## config.mk

```make
export PLATFORM = sky130hd
export DESIGN_NAME = instr_fetch_unit
export DESIGN_NICKNAME = d
export VERILOG_FILES = /design/src/rtl/instr_fetch_unit_pkg.sv /design/src/rtl/fetch_skid_buf.sv /design/src/rtl/instr_fetch_unit_chk.sv /design/src/rtl/instr_fetch_unit.sv
export SDC_FILE = /design/constraint.sdc
export NUM_CORES = 1
export LEC_CHECK = 0
export CAP_MARGIN = 40
export CELL_PAD_IN_SITES_DETAIL_PLACEMENT = 0
export CELL_PAD_IN_SITES_GLOBAL_PLACEMENT = 1
export CORE_ASPECT_RATIO = 0.5
export CORE_UTILIZATION = 25
export CTS_CLUSTER_DIAMETER = 50
export CTS_CLUSTER_SIZE = 30
export DETAILED_ROUTE_END_ITERATION = 8
export PLACE_DENSITY = 0.54
export SLEW_MARGIN = 30
export SYNTH_ARGS = -nofsm -noshare
export SYNTH_HDL_FRONTEND = slang
export SYNTH_HIERARCHICAL = 1
export SYNTH_SLANG_ARGS = --single-unit
```

## constraint.sdc

```tcl
create_clock -name clk -period 2.5 [get_ports clk]
set_clock_uncertainty 0.1 [all_clocks]
set_input_delay 0.25 -clock clk [delete_from_list [all_inputs] [get_ports clk]]
set_output_delay 0.25 -clock clk [all_outputs]
set_load 0.005 [all_outputs]
```

## src/rtl/instr_fetch_unit_pkg.sv

```systemverilog
// Shared types, widths and helpers for the instruction fetch unit and its skid buffer.
// Field positions follow the instruction word layout {opcode, op_a, op_b}.
package instr_fetch_unit_pkg;

   localparam int PC_W     = 8;
   localparam int INSTR_W  = 18;
   localparam int PROG_LEN = 8;
   localparam int ENTRY_W  = PC_W + INSTR_W;

   localparam int OPC_HI = 17;
   localparam int OPC_LO = 16;
   localparam int A_HI   = 15;
   localparam int A_LO   = 8;
   localparam int B_HI   = 7;
   localparam int B_LO   = 0;

   typedef enum logic [1:0] {
      OPC_0 = 2'd0,
      OPC_1 = 2'd1,
      OPC_2 = 2'd2,
      OPC_3 = 2'd3
   } opcode_e;

   typedef struct packed {
      logic [PC_W-1:0]    pc;
      logic [INSTR_W-1:0] instr;
   } fetch_entry_t;

   // Sequential successor with wrap at the end of the program image.
   function automatic logic [PC_W-1:0] pc_succ(input logic [PC_W-1:0] pc_v);
      logic [PC_W-1:0] nxt;
      if (32'(pc_v) == (PROG_LEN - 32'd1)) begin
         nxt = {PC_W{1'b0}};
      end else begin
         nxt = pc_v + PC_W'(1);
      end
      return nxt;
   endfunction

   // Out-of-range jump targets restart the program from address 0.
   function automatic logic [PC_W-1:0] pc_clamp(input logic [PC_W-1:0] pc_v);
      logic [PC_W-1:0] res;
      if (32'(pc_v) >= PROG_LEN) begin
         res = {PC_W{1'b0}};
      end else begin
         res = pc_v;
      end
      return res;
   endfunction

endpackage

```

## src/rtl/fetch_skid_buf.sv

```systemverilog
// Two-entry {pc, instr} FIFO between the fetch port and the execute handshake.
// The head entry is a register so execute never sees a combinational path from instr.
module fetch_skid_buf
   import instr_fetch_unit_pkg::*;
(
   input  logic               clk,
   input  logic               reset,
   input  logic               flush,
   input  logic               push,
   input  logic [ENTRY_W-1:0] push_entry,
   input  logic               pop,
   output logic [ENTRY_W-1:0] head,
   output logic               valid,
   output logic [1:0]         cnt
);

   fetch_entry_t ent0_r;
   fetch_entry_t ent1_r;
   fetch_entry_t ent0_nxt_s;
   fetch_entry_t ent1_nxt_s;
   fetch_entry_t push_e_s;
   logic [1:0]   cnt_r;
   logic [1:0]   cnt_nxt_s;
   logic         valid_r;
   logic         pop_s;

   assign push_e_s = fetch_entry_t'(push_entry);

   // Next-state of both entries and the occupancy count.
   always_comb begin
      ent0_nxt_s = ent0_r;
      ent1_nxt_s = ent1_r;
      cnt_nxt_s  = cnt_r;
      pop_s      = pop & (cnt_r != 2'd0);
      if (flush) begin
         ent0_nxt_s = '0;
         ent1_nxt_s = '0;
         cnt_nxt_s  = 2'd0;
      end else begin
         case ({push, pop_s})
            2'b10: begin
               if (cnt_r == 2'd0) begin
                  ent0_nxt_s = push_e_s;
                  cnt_nxt_s  = 2'd1;
               end else if (cnt_r == 2'd1) begin
                  ent1_nxt_s = push_e_s;
                  cnt_nxt_s  = 2'd2;
               end else begin
                  cnt_nxt_s = cnt_r;
               end
            end
            2'b01: begin
               ent0_nxt_s = ent1_r;
               cnt_nxt_s  = cnt_r - 2'd1;
            end
            2'b11: begin
               if (cnt_r == 2'd1) begin
                  ent0_nxt_s = push_e_s;
               end else begin
                  ent0_nxt_s = ent1_r;
                  ent1_nxt_s = push_e_s;
               end
            end
            default: begin
               cnt_nxt_s = cnt_r;
            end
         endcase
      end
   end

   // Entry, count and valid registers.
   always_ff @(posedge clk) begin
      if (reset) begin
         ent0_r  <= '0;
         ent1_r  <= '0;
         cnt_r   <= 2'd0;
         valid_r <= 1'b0;
      end else begin
         ent0_r  <= ent0_nxt_s;
         ent1_r  <= ent1_nxt_s;
         cnt_r   <= cnt_nxt_s;
         valid_r <= (cnt_nxt_s != 2'd0);
      end
   end

   assign head  = ENTRY_W'(ent0_r);
   assign valid = valid_r;
   assign cnt   = cnt_r;

endmodule

```

## src/rtl/instr_fetch_unit_chk.sv

```systemverilog
// Invariant checks for the fetch buffer: it never overflows and never captures when full.
module instr_fetch_unit_chk (
   input logic       clk,
   input logic       reset,
   input logic       push,
   input logic       flush,
   input logic [1:0] cnt
);

   a_no_full_capture: assert property (@(posedge clk) disable iff (reset)
      !(push && !flush && (cnt == 2'd2)))
      else $error("fetch buffer captured while full");

   a_cnt_bound: assert property (@(posedge clk) disable iff (reset)
      cnt != 2'd3)
      else $error("fetch buffer count out of range");

endmodule

```

## src/rtl/instr_fetch_unit.sv

```systemverilog
// Fetch stage: owns the pc, issues reads to instruction memory, buffers the returned
// words and presents decoded fields to execute over a valid/ready handshake.
module instr_fetch_unit
   import instr_fetch_unit_pkg::*;
(
   input  logic               clk,
   input  logic               reset,
   input  logic               run,
   output logic [PC_W-1:0]    pc,
   input  logic [INSTR_W-1:0] instr,
   input  logic               redirect_valid,
   input  logic [PC_W-1:0]    redirect_pc,
   output logic               out_valid,
   input  logic               out_ready,
   output logic [PC_W-1:0]    out_pc,
   output logic [1:0]         opcode,
   output logic [7:0]         op_a,
   output logic [7:0]         op_b
);

   logic [PC_W-1:0]    pc_r;
   logic               inflight_r;
   logic [PC_W-1:0]    inflight_pc_r;
   logic               capture_s;
   logic               pop_s;
   logic               issue_s;
   logic [2:0]         cnt_next_s;
   logic [1:0]         buf_cnt_s;
   logic               buf_valid_s;
   logic [ENTRY_W-1:0] head_s;
   logic [ENTRY_W-1:0] push_entry_s;
   fetch_entry_t       head_e_s;

   // Occupancy after this edge decides whether one more read may be put in flight.
   always_comb begin
      capture_s    = inflight_r;
      pop_s        = buf_valid_s & out_ready;
      push_entry_s = {inflight_pc_r, instr};
      cnt_next_s   = {1'b0, buf_cnt_s} + {2'b00, capture_s} - {2'b00, pop_s};
      if (run && !redirect_valid && (cnt_next_s < 3'd2)) begin
         issue_s = 1'b1;
      end else begin
         issue_s = 1'b0;
      end
   end

   // Program counter and in-flight tracking; redirect outranks issue.
   always_ff @(posedge clk) begin
      if (reset) begin
         pc_r          <= {PC_W{1'b0}};
         inflight_r    <= 1'b0;
         inflight_pc_r <= {PC_W{1'b0}};
      end else if (redirect_valid) begin
         pc_r          <= pc_clamp(redirect_pc);
         inflight_r    <= 1'b0;
         inflight_pc_r <= inflight_pc_r;
      end else if (issue_s) begin
         pc_r          <= pc_succ(pc_r);
         inflight_r    <= 1'b1;
         inflight_pc_r <= pc_r;
      end else begin
         pc_r          <= pc_r;
         inflight_r    <= 1'b0;
         inflight_pc_r <= inflight_pc_r;
      end
   end

   fetch_skid_buf u_buf (
      .clk        (clk),
      .reset      (reset),
      .flush      (redirect_valid),
      .push       (capture_s),
      .push_entry (push_entry_s),
      .pop        (pop_s),
      .head       (head_s),
      .valid      (buf_valid_s),
      .cnt        (buf_cnt_s)
   );

   instr_fetch_unit_chk u_chk (
      .clk   (clk),
      .reset (reset),
      .push  (capture_s),
      .flush (redirect_valid),
      .cnt   (buf_cnt_s)
   );

   assign head_e_s  = fetch_entry_t'(head_s);
   assign pc        = pc_r;
   assign out_valid = buf_valid_s;
   assign out_pc    = head_e_s.pc;
   assign opcode    = head_e_s.instr[OPC_HI:OPC_LO];
   assign op_a      = head_e_s.instr[A_HI:A_LO];
   assign op_b      = head_e_s.instr[B_HI:B_LO];

endmodule
```

### After elaboration in Yosys (flattened, before gate mapping)

Index checks and enable logic that the tools add are counted.

| storage, ports and cells | value |
|---|---|
| register bits after elaboration | 72 |
| input bits | 31 |
| output and inout bits | 35 |
| word-level logic and storage cells | 55 |

| operators by class | value |
|---|---|
| add/sub/neg operators | 4 |
| magnitude comparators | 2 |
| eq/ne operators | 8 |
| multiplexer cells | 16 |
| bitwise operators | 3 |
| reduce and logical (&&, ||, !) cells | 13 |

Operator list:

| kind | number |
|---|---|
| 2-to-1 mux 26 bit | 4 |
| one-hot mux 26 bit (3 select lines) | 1 |
| one-hot mux 26 bit (2 select lines) | 1 |
| 2-to-1 mux 8 bit | 4 |
| adder 8 x 1 -> 8 bit, second input constant | 1 |
| == test 8 x 3 -> 1 bit, second input constant | 1 |
| >= comparator 8 x 4 -> 1 bit, second input constant | 1 |
| nonzero test 2 bit | 4 |
| 2-to-1 mux 2 bit | 3 |
| == test 2 x 1 -> 1 bit, second input constant | 2 |
| == test 2 bit, second input constant | 2 |
| inequality test 2 bit, second input constant | 2 |
| one-hot mux 2 bit (2 select lines) | 1 |
| AND reduction 2 bit | 2 |
| adder 2 x 1 -> 3 bit | 1 |
| < comparator 3 x 2 -> 1 bit, second input constant | 1 |
| AND reduction 3 bit | 1 |
| nonzero test 3 bit | 1 |
| subtractor 3 x 1 -> 3 bit | 1 |
| bitwise AND 1 bit | 2 |
| logical AND 1 bit | 2 |
| zero test 2 bit | 1 |
| 2-to-1 mux 1 bit | 2 |
| inequality test 2 x 1 -> 1 bit, second input constant | 1 |
| other kinds (4) | 4 |

### Longest topological paths before layout

Gate-level depths: netlist of the first run.

| logic depth | value |
|---|---|
| depth in word-level cells | 7 |
| mapped depth | 11 |
| gate-level depth less buffers | 9 |

### Cells and area by module

The synthesis of the first run kept the hierarchy.

Modules (own cells, without submodules):

| module | times used | cells each | area an instance (um^2) |
|---|---|---|---|
| fetch_skid_buf | 1 | 230 | 2303.5 |
| instr_fetch_unit | 1 | 90 | 844.6 |

### Worst setup path before layout of the first run

OpenSTA, ideal clock, no wires.

| timing path | value |
|---|---|
| path type | reg2reg |
| from | register u_buf.valid_r (netlist: u_buf/valid) |
| to | register pc_r[5] (netlist: pc[5]) |
| arrival time | 2401 ps |
| data required time | 2329 ps |
| path slack | -72 ps |
| stages on the path, launching flop included | 9 |
| buffers on the path | 0 |
| period minus slack after synthesis | 2572 ps |
| cell sequence | dfxtp_1 and2_1 ha_1 nand2b_1 fa_1 xnor2_1 a31oi_1 or4b_2 a21oi_1 |

| on the way | value |
|---|---|
| cells in the longest elaborated chain, start to end | 6 |

Ends and longest elaborated chain:

| item | RTL line | RTL |
|---|---|---|
| start, declared | fetch_skid_buf.sv:24 | `logic valid_r;` |
| start signal, assigned | fetch_skid_buf.sv:82 | `valid_r <= (cnt_nxt_s != 2'd0);` |
| bitwise AND 1 bit | instr_fetch_unit.sv:37 | `pop_s = buf_valid_s & out_ready;` |
| net pop_s | instr_fetch_unit.sv:25 | `logic pop_s;` |
| subtractor 3 x 1 -> 3 bit | instr_fetch_unit.sv:39 | `cnt_next_s = {1'b0, buf_cnt_s} + {2'b00, capture_s} - {2'b00, pop_s};` |
| < comparator 3 x 2 -> 1 bit | instr_fetch_unit.sv:40 | `if (run && !redirect_valid && (cnt_next_s < 3'd2)) begin` |
| logical AND 1 bit | instr_fetch_unit.sv:40 |  |
| 2-to-1 mux 1 bit | instr_fetch_unit.sv:40 |  |
| nonzero test 2 bit (no line) | -- |  |
| end signal, assigned | instr_fetch_unit.sv:50 | `pc_r <= {PC_W{1'b0}};` |
| end signal, assigned | instr_fetch_unit.sv:54 | `pc_r <= pc_clamp(redirect_pc);` |
| end signal, assigned | instr_fetch_unit.sv:58 | `pc_r <= pc_succ(pc_r);` |
| end, declared | instr_fetch_unit.sv:21 | `logic [PC_W-1:0] pc_r;` |

The timed path passes the listed nets, and every way through them passes these cells.
A chain may end at the register's enable or synchronous reset.

### Worst setup path after layout of the first run

Same ends and word-level chain as after synthesis.

==> results of run 1 <==
-- worst min-delay path: stages, from the launching register on --
cell and delay, ns:
dfxtp_1 0.31, nor2_1 0.09, nor3_1 0.04
-- state kept, by name, indices dropped and copies added, names as in the netlist --
name and count:
u_buf/ent1_r 26, u_buf/head 26, inflight_pc_r 8, pc 8
u_buf/cnt 2, capture_s 1, u_buf/valid 1
-- metrics by stage --
step | instances | total power, mW | hold slack (ns) | instance area, um^2
2_1_floorplan | 320 | 1.31 | 0.266 | 3170
3_3_place_gp | 546 | 1.43 | 0.376 | 4050
3_5_place_dp | 546 | 1.44 | 0.380 | 4050
4_1_cts | 562 | 2.96 | 0.392 | 4430
5_1_grt | 565 | 3.04 | 0.417 | 4540
6_report | 565 | 2.93 | 0.388 | 4540
-- Yosys cell counts (2+ instances only) --
cell       count  area share
o311ai_0       3      0.0083
xor2_1         2      0.0056
nor4_1         2      0.0040
clkbuf_1       7      0.0083
ha_1           7       0.028
a221oi_1      25       0.070
or2_2          2      0.0040
inv_1         11       0.013
buf_8          2      0.0095
o2bb2ai_1      2      0.0056
buf_6          6       0.021
mux2i_1       34        0.11
nor3_1        29       0.046
buf_2          4      0.0064
dfxtp_1       72        0.46
xnor2_1        2      0.0056
nand3_1        4      0.0064
nor2_1        63       0.075
a21oi_2        2      0.0056
nand2_1        6      0.0072
a221oi_2       5       0.024
a211oi_1       3      0.0072
a31oi_1        2      0.0040
a21oi_1        2      0.0032
-- per-layer routing --
metal / track usage / routed length, um / vias to the layer above
li1: - / - / 1319
met4: 0.0481 / 94 / 0
met5: 0 / 0 / -
met2: 0.215 / 3860 / 60
met1: 0.159 / 3980 / 1278
met3: 0.0460 / 393 / 9
-- cells by family (layout without fill, tap and decap cells) --
kind of cell	Yosys count	after routing	share of synthesized area
xor+xnor	4	4	0.0111
mux	34	34	0.108
fa+ha+maj	8	8	0.0342
compound gates	50	50	0.142
flops	72	72	0.458
buf+inv	31	111	0.0632
simple gates	121	121	0.184
-- area by class of cell --
cell class,count,share of cell area
Clock buffer,11,0.0557
Inverter,11,0.00910
Sequential cell,72,0.318
Clock inverter,5,0.0226
Timing Repair Buffer,84,0.190
Tap cell,165,0.0455
Multi-Input combinational cell,217,0.359
-- path summary, 6_finish.rpt --
check / start / to / slack [ns] / depth (start not counted)
max: u_buf/valid$_SDFF_PP0_ / pc[5]$_SDFFE_PP0P_ / 0.1 / 8
min: u_buf/head[23]$_SDFFE_PP0P_ / u_buf/head[23]$_SDFFE_PP0P_ / 0.39 / 2
max reg2reg: u_buf/valid$_SDFF_PP0_ / pc[5]$_SDFFE_PP0P_ / 0.1 / 8
min reg2reg: u_buf/head[23]$_SDFFE_PP0P_ / u_buf/head[23]$_SDFFE_PP0P_ / 0.39 / 2
-- power breakdown --
part	internal (mW)	leakage, nW	total (mW)	switching [mW]
Combinational	0.130	1.04	0.244	0.114
Clock	1.03	0.172	1.50	0.477
Sequential	1.17	0.582	1.18	0.0150
Total	2.32	1.79	2.93	0.606
-- repair_timing --
item                       CTS  global route
pin swaps                    0             8
setup endpoints to repair    4            40
hold buffers                 0             0
setup buffers                0             2
cloned                       0             1
gates resized for setup      5            14
==> impl_metrics.py, run 1 <==
metrics = {
    "placed_design": {
        "port_buffers": 65,
        "hpwl_mm": 5.48,
        "gp_congestion": 0.760,
        "place_ws_ns": -0.463,
    },
    "detailed_routing": {
        "drt_wl_total_mm": 8.33,
        "avgViaCountPerCell": 4.72,
        "drt_iter0_drc": 112,
        "drc": 0,
        "wl_per_cell_um": 14.7,
        "antenna_left": 0,
        "first_pass_iters": 4,
        "num_vias": 2666,
    },
    "clocking": {
        "cts.path.max_buffers": 2,
        "clkSinkCount": 72,
        "cts_buffers": 9,
        "cts-root-buf": "clkbuf_16",
        "htreeDepth": 3,
        "path_clk_slew_ns": 0.06,
        "cts_tree": "yes",
        "insertion_delay_ns": 0.33,
    },
    "finish": {
        "final_nets": 434,
        "drive_gt1_frac": 0.163,
        "multiInputGateArea_mm2": 0.00163,
        "final_common_cell": "dfxtp_1",
        "utilization": 0.376,
        "n_antenna_cell": 0,
        "seqCellArea_mm2": 0.00144,
        "final_cell_mix": "71 x dfxtp_1, 64 x clkdlybuf4s50_1, 63 x nor2_1",
        "syn_to_final_growth_pct": 44.1,
        "nFillCells": 1211,
    },
    "global_routing": {
        "gr-total-overflow": 0,
        "grt.total_usage": 0.130,
        "grt_max_degree": 53,
        "antenna_found_initial": 0,
        "grt_pass1_wl_mm": 13.1,
        "grt_pass1_vias": 2629,
    },
    "setup_path": {
        "worst-path-max-fanout": 2,
        "path_class": "reg2reg",
        "end_kind": "register",
        "crit_slowest_cell": "or4b_4",
        "cp-start-kind": "register",
        "max_stage_delay_ns": 0.50,
        "crit_arrival_ns": 2.56,
        "cp_top_family": "simple AND/OR/NAND/NOR gates",
        "worstPathCellList": "and2_4 > ha_4 > nand2b_4 > fa_2 > xnor2_2 > a31oi_2 > or4b_4 > a21oi_2",
        "crit_required_ns": 2.66,
        "crit_buf_inv": 0,
    },
    "timing": {
        "max_freq_mhz": 416,
        "layout_setup_ws_ns": 0.0988,
        "max_slew_margin": 0.632,
        "hold_viol": 0,
        "setup_viol": 0,
        "final.setup.tns_ns": 0,
        "period_share": 0.960,
        "period_needed_ns": 2.40,
        "slew_violations": 0,
        "worst_slew_pin_slew_ns": 0.552,
    },
    "synth": {
        "synth-main-ff-cell": "dfxtp_1",
        "synthCells": 320,
        "syn_area_per_cell_um2": 9.84,
        "synth_nets": 359,
        "yosys_warnings": 6,
        "seq_area_frac_synth": 0.458,
        "yosysUniqueCellTypes": 47,
        "ys_seq_elements": 72,
        "synth_area_mm2": 0.00315,
        "synth_edf_count": 0,
        "postSynth.asyncResetShare": 0,
    },
    "power_and_ir_drop": {
        "power_leakage_nw": 1.79,
        "irDropWorstVdd_v": 0.000263,
        "p_per_area_mw_per_mm2": 646,
    },
    "hold_path": {
        "holdCritPathClass": "reg2reg",
    },
    "outcome": {
        "outcome": "complete, no violations",
    },
    "flow_run": {
        "maxCapViolCount": 0,
    },
    "floorplanning": {
        "rows": 28,
        "io_pins": 66,
        "core_mm2": 0.0121,
        "die_x_um": 161,
        "die_area_mm2": 0.0131,
        "die_y_um": 81.4,
        "initial_utilization": 0.261,
    },
}
No activity file was read; power rests on OpenSTA's default activity.
==> run 2: changes to the inputs <==
==> constraint.sdc (replaced) <==
create_clock -name clk -period 2.2 [get_ports clk]
set_clock_uncertainty 0.1 [all_clocks]
set_input_delay 0.22 -clock clk [delete_from_list [all_inputs] [get_ports clk]]
set_output_delay 0.22 -clock clk [all_outputs]
set_load 0.005 [all_outputs]
==> run 2 against run 1 <==
The run now ends with negative setup slack left. Wire length up 1.8%. Sequential cell count unchanged. Clock power down 9%. Utilization up 1.7 points. Worst hold slack better by 0.0011 ns. Highest routed layer unchanged. Fmax up 4.1%. First-iteration DRC count up 38%. Register-to-register slack worse by 0.20 ns. Die area unchanged. Setup slack worse by 0.20 ns. Critical path depth unchanged. Final cell count up 2.1%.
==> impl_metrics.py, run 2 (synthesis gave the netlist of run 1 again) <==
metrics = {
    "setup_path": {
        "rr_endpoint": "pc[5]$_SDFFE_PP0P_",
        "crit_required_ns": 2.37,
        "worst-path-max-fanout": 2,
        "end_kind": "register",
        "r2r_start": "u_buf/valid$_SDFF_PP0_",
        "cp-start-kind": "register",
        "reg2reg_depth": 8,
        "path_class": "reg2reg",
        "crit_arrival_ns": 2.48,
        "ff2ff_setup_slack_ns": -0.11,
    },
    "placed_design": {
        "post_dp_cell_area_mm2": 0.00422,
        "port_buffers": 65,
        "gp_congestion": 0.777,
        "hpwl_mm": 5.57,
        "place_inst": 554,
    },
    "timing": {
        "hold_viol": 0,
        "slew_violations": 0,
        "rsz0062_at_grt": "yes",
        "max_freq_mhz": 434,
        "layout_setup_ws_ns": -0.106,
        "period_share": 1.05,
        "period_needed_ns": 2.31,
        "max_slew_margin": 0.681,
        "fin_hold_ws_ns": 0.389,
        "setup_viol": 12,
        "worst_slew_pin_slew_ns": 0.475,
    },
    "hold_path": {
        "hold_start": "u_buf/head[4]$_SDFFE_PP0P_",
        "hold_depth": 2,
        "holdCritPathClass": "reg2reg",
        "hold_end": "u_buf/head[4]$_SDFFE_PP0P_",
    },
    "global_routing": {
        "top_usage_layer": "met2",
        "gr-total-overflow": 0,
        "use_met3": 0.0434,
        "use_met2": 0.228,
        "gr-usage-met1": 0.161,
        "grt_max_degree": 53,
        "grt.total_usage": 0.134,
        "antenna_found_initial": 0,
        "grt_pass1_vias": 2730,
        "grt_pass1_wl_mm": 13.5,
    },
    "detailed_routing": {
        "num_vias": 2702,
        "drc": 0,
        "avgViaCountPerCell": 4.68,
        "antenna_left": 0,
        "first_pass_iters": 4,
        "drt_iter0_drc": 154,
        "wl_per_cell_um": 14.7,
        "drt_wl_total_mm": 8.48,
    },
    "clocking": {
        "cts_buffers": 9,
        "htreeDepth": 3,
        "insertion_delay_ns": 0.33,
        "cts_tree": "yes",
        "cts-root-buf": "clkbuf_16",
        "clkSinkCount": 72,
        "path_clk_slew_ns": 0.06,
        "hold_buffers": 0,
        "cts.path.max_buffers": 2,
    },
    "outcome": {
        "violations": "negative setup slack",
        "outcome": "finished, violations left",
    },
    "power_and_ir_drop": {
        "power_mw": 3.03,
        "p_sw_mw": 0.683,
        "irDropWorstVdd_v": 0.000289,
        "power_frac_comb": 0.104,
        "power_leakage_nw": 1.87,
        "p_clk_frac": 0.454,
        "internal_power_mw": 2.34,
        "switching_share": 0.226,
        "p_per_area_mw_per_mm2": 639,
        "seqPwrFrac": 0.442,
    },
    "finish": {
        "final_cell_mix": "69 x dfxtp_1, 64 x clkdlybuf4s50_1, 63 x nor2_1",
        "utilization": 0.393,
        "drive_gt1_frac": 0.216,
        "syn_to_final_growth_pct": 50.5,
        "final_nets": 446,
        "final_area_mm2": 0.00474,
        "final_common_cell": "dfxtp_1",
        "n_antenna_cell": 0,
        "finalNonFillerCells": 577,
    },
    "floorplanning": {
        "io_pins": 66,
        "core_mm2": 0.0121,
        "initial_utilization": 0.261,
        "die_x_um": 161,
        "die_area_mm2": 0.0131,
        "die_y_um": 81.4,
        "rows": 28,
    },
    "flow_run": {
        "maxCapViolCount": 0,
    },
}
run 2: changes by cell type in the layout (fill, tap and decap cells not counted), moves of 3 or more:
cell / change
buf_12: +6
buf_4: +5
a221oi_1: -4
a221oi_2: +4
bufinv_16: -3
run 2: worst max path at each step:
stage	slack, ns	endpoint	from	cells past startpoint
2_1_floorplan	-0.13	inflight_pc_r[0]$_SDFFE_PP0P_	u_buf/valid$_SDFF_PP0_	8
3_3_place_gp	-0.49	pc[6]$_SDFFE_PP0P_	out_ready	9
3_5_place_dp	-0.63	pc[6]$_SDFFE_PP0P_	out_ready	9
4_1_cts	-0.11	pc[6]$_SDFFE_PP0P_	u_buf/valid$_SDFF_PP0_	8
5_1_grt	-0.18	pc[6]$_SDFFE_PP0P_	u_buf/valid$_SDFF_PP0_	8
6_report	-0.11	pc[5]$_SDFFE_PP0P_	u_buf/valid$_SDFF_PP0_	8
run 2: layer usage:
layer,vias up,part of all wire
met5,-,0
met2,57,0.46
met1,1291,0.48
li1,1344,-
met4,0,0.014
met3,10,0.044
run 2: layout make-up:
class | count | area [um^2]
flip-flops and latches | 72 | 1450
multi-input cells | 217 | 1710
inverters | 11 | 41.3
clock buffers | 13 | 270
fillers | 1207 | 7310
repair buffers | 96 | 1040
clock inverters | 3 | 15.0
well taps | 165 | 206
run 2: stage by stage:
stage	setup TNS (ns)	setup slack, ns
6_report	-0.766	-0.106
3_3_place_gp	-14.21	-0.487
2_1_floorplan	-1.06	-0.129
4_1_cts	-2.45	-0.112
3_5_place_dp	-16.49	-0.634
5_1_grt	-1.78	-0.177
run 2: what timing repair did:
action | in CTS | in global routing
setup buffers | 2 | 3
gates cloned | 0 | 2
endpoints found under the hold margin | 0 | 0
pin swaps | 5 | 7
gates resized for setup | 12 | 15
endpoints found under the setup margin | 40 | 68
run 2: power by group through the flow:
stage | combinational [mW] | sequential (mW) | clock (mW)
6_report | 0.314 | 1.34 | 1.37
5_1_grt | 0.341 | 1.34 | 1.50
4_1_cts | 0.303 | 1.34 | 1.44
3_5_place_dp | 0.289 | 1.37 | 0
3_3_place_gp | 0.285 | 1.37 | 0
2_1_floorplan | 0.127 | 1.37 | 0
run 2: critical path, stage by stage (launching register included):
cell	delay, ns
dfxtp_2	0.32
and2_4	0.14
ha_4	0.20
nand2b_4	0.13
fa_2	0.40
xnor2_2	0.19
a31oi_2	0.13
or4b_4	0.53
a21oi_2	0.12
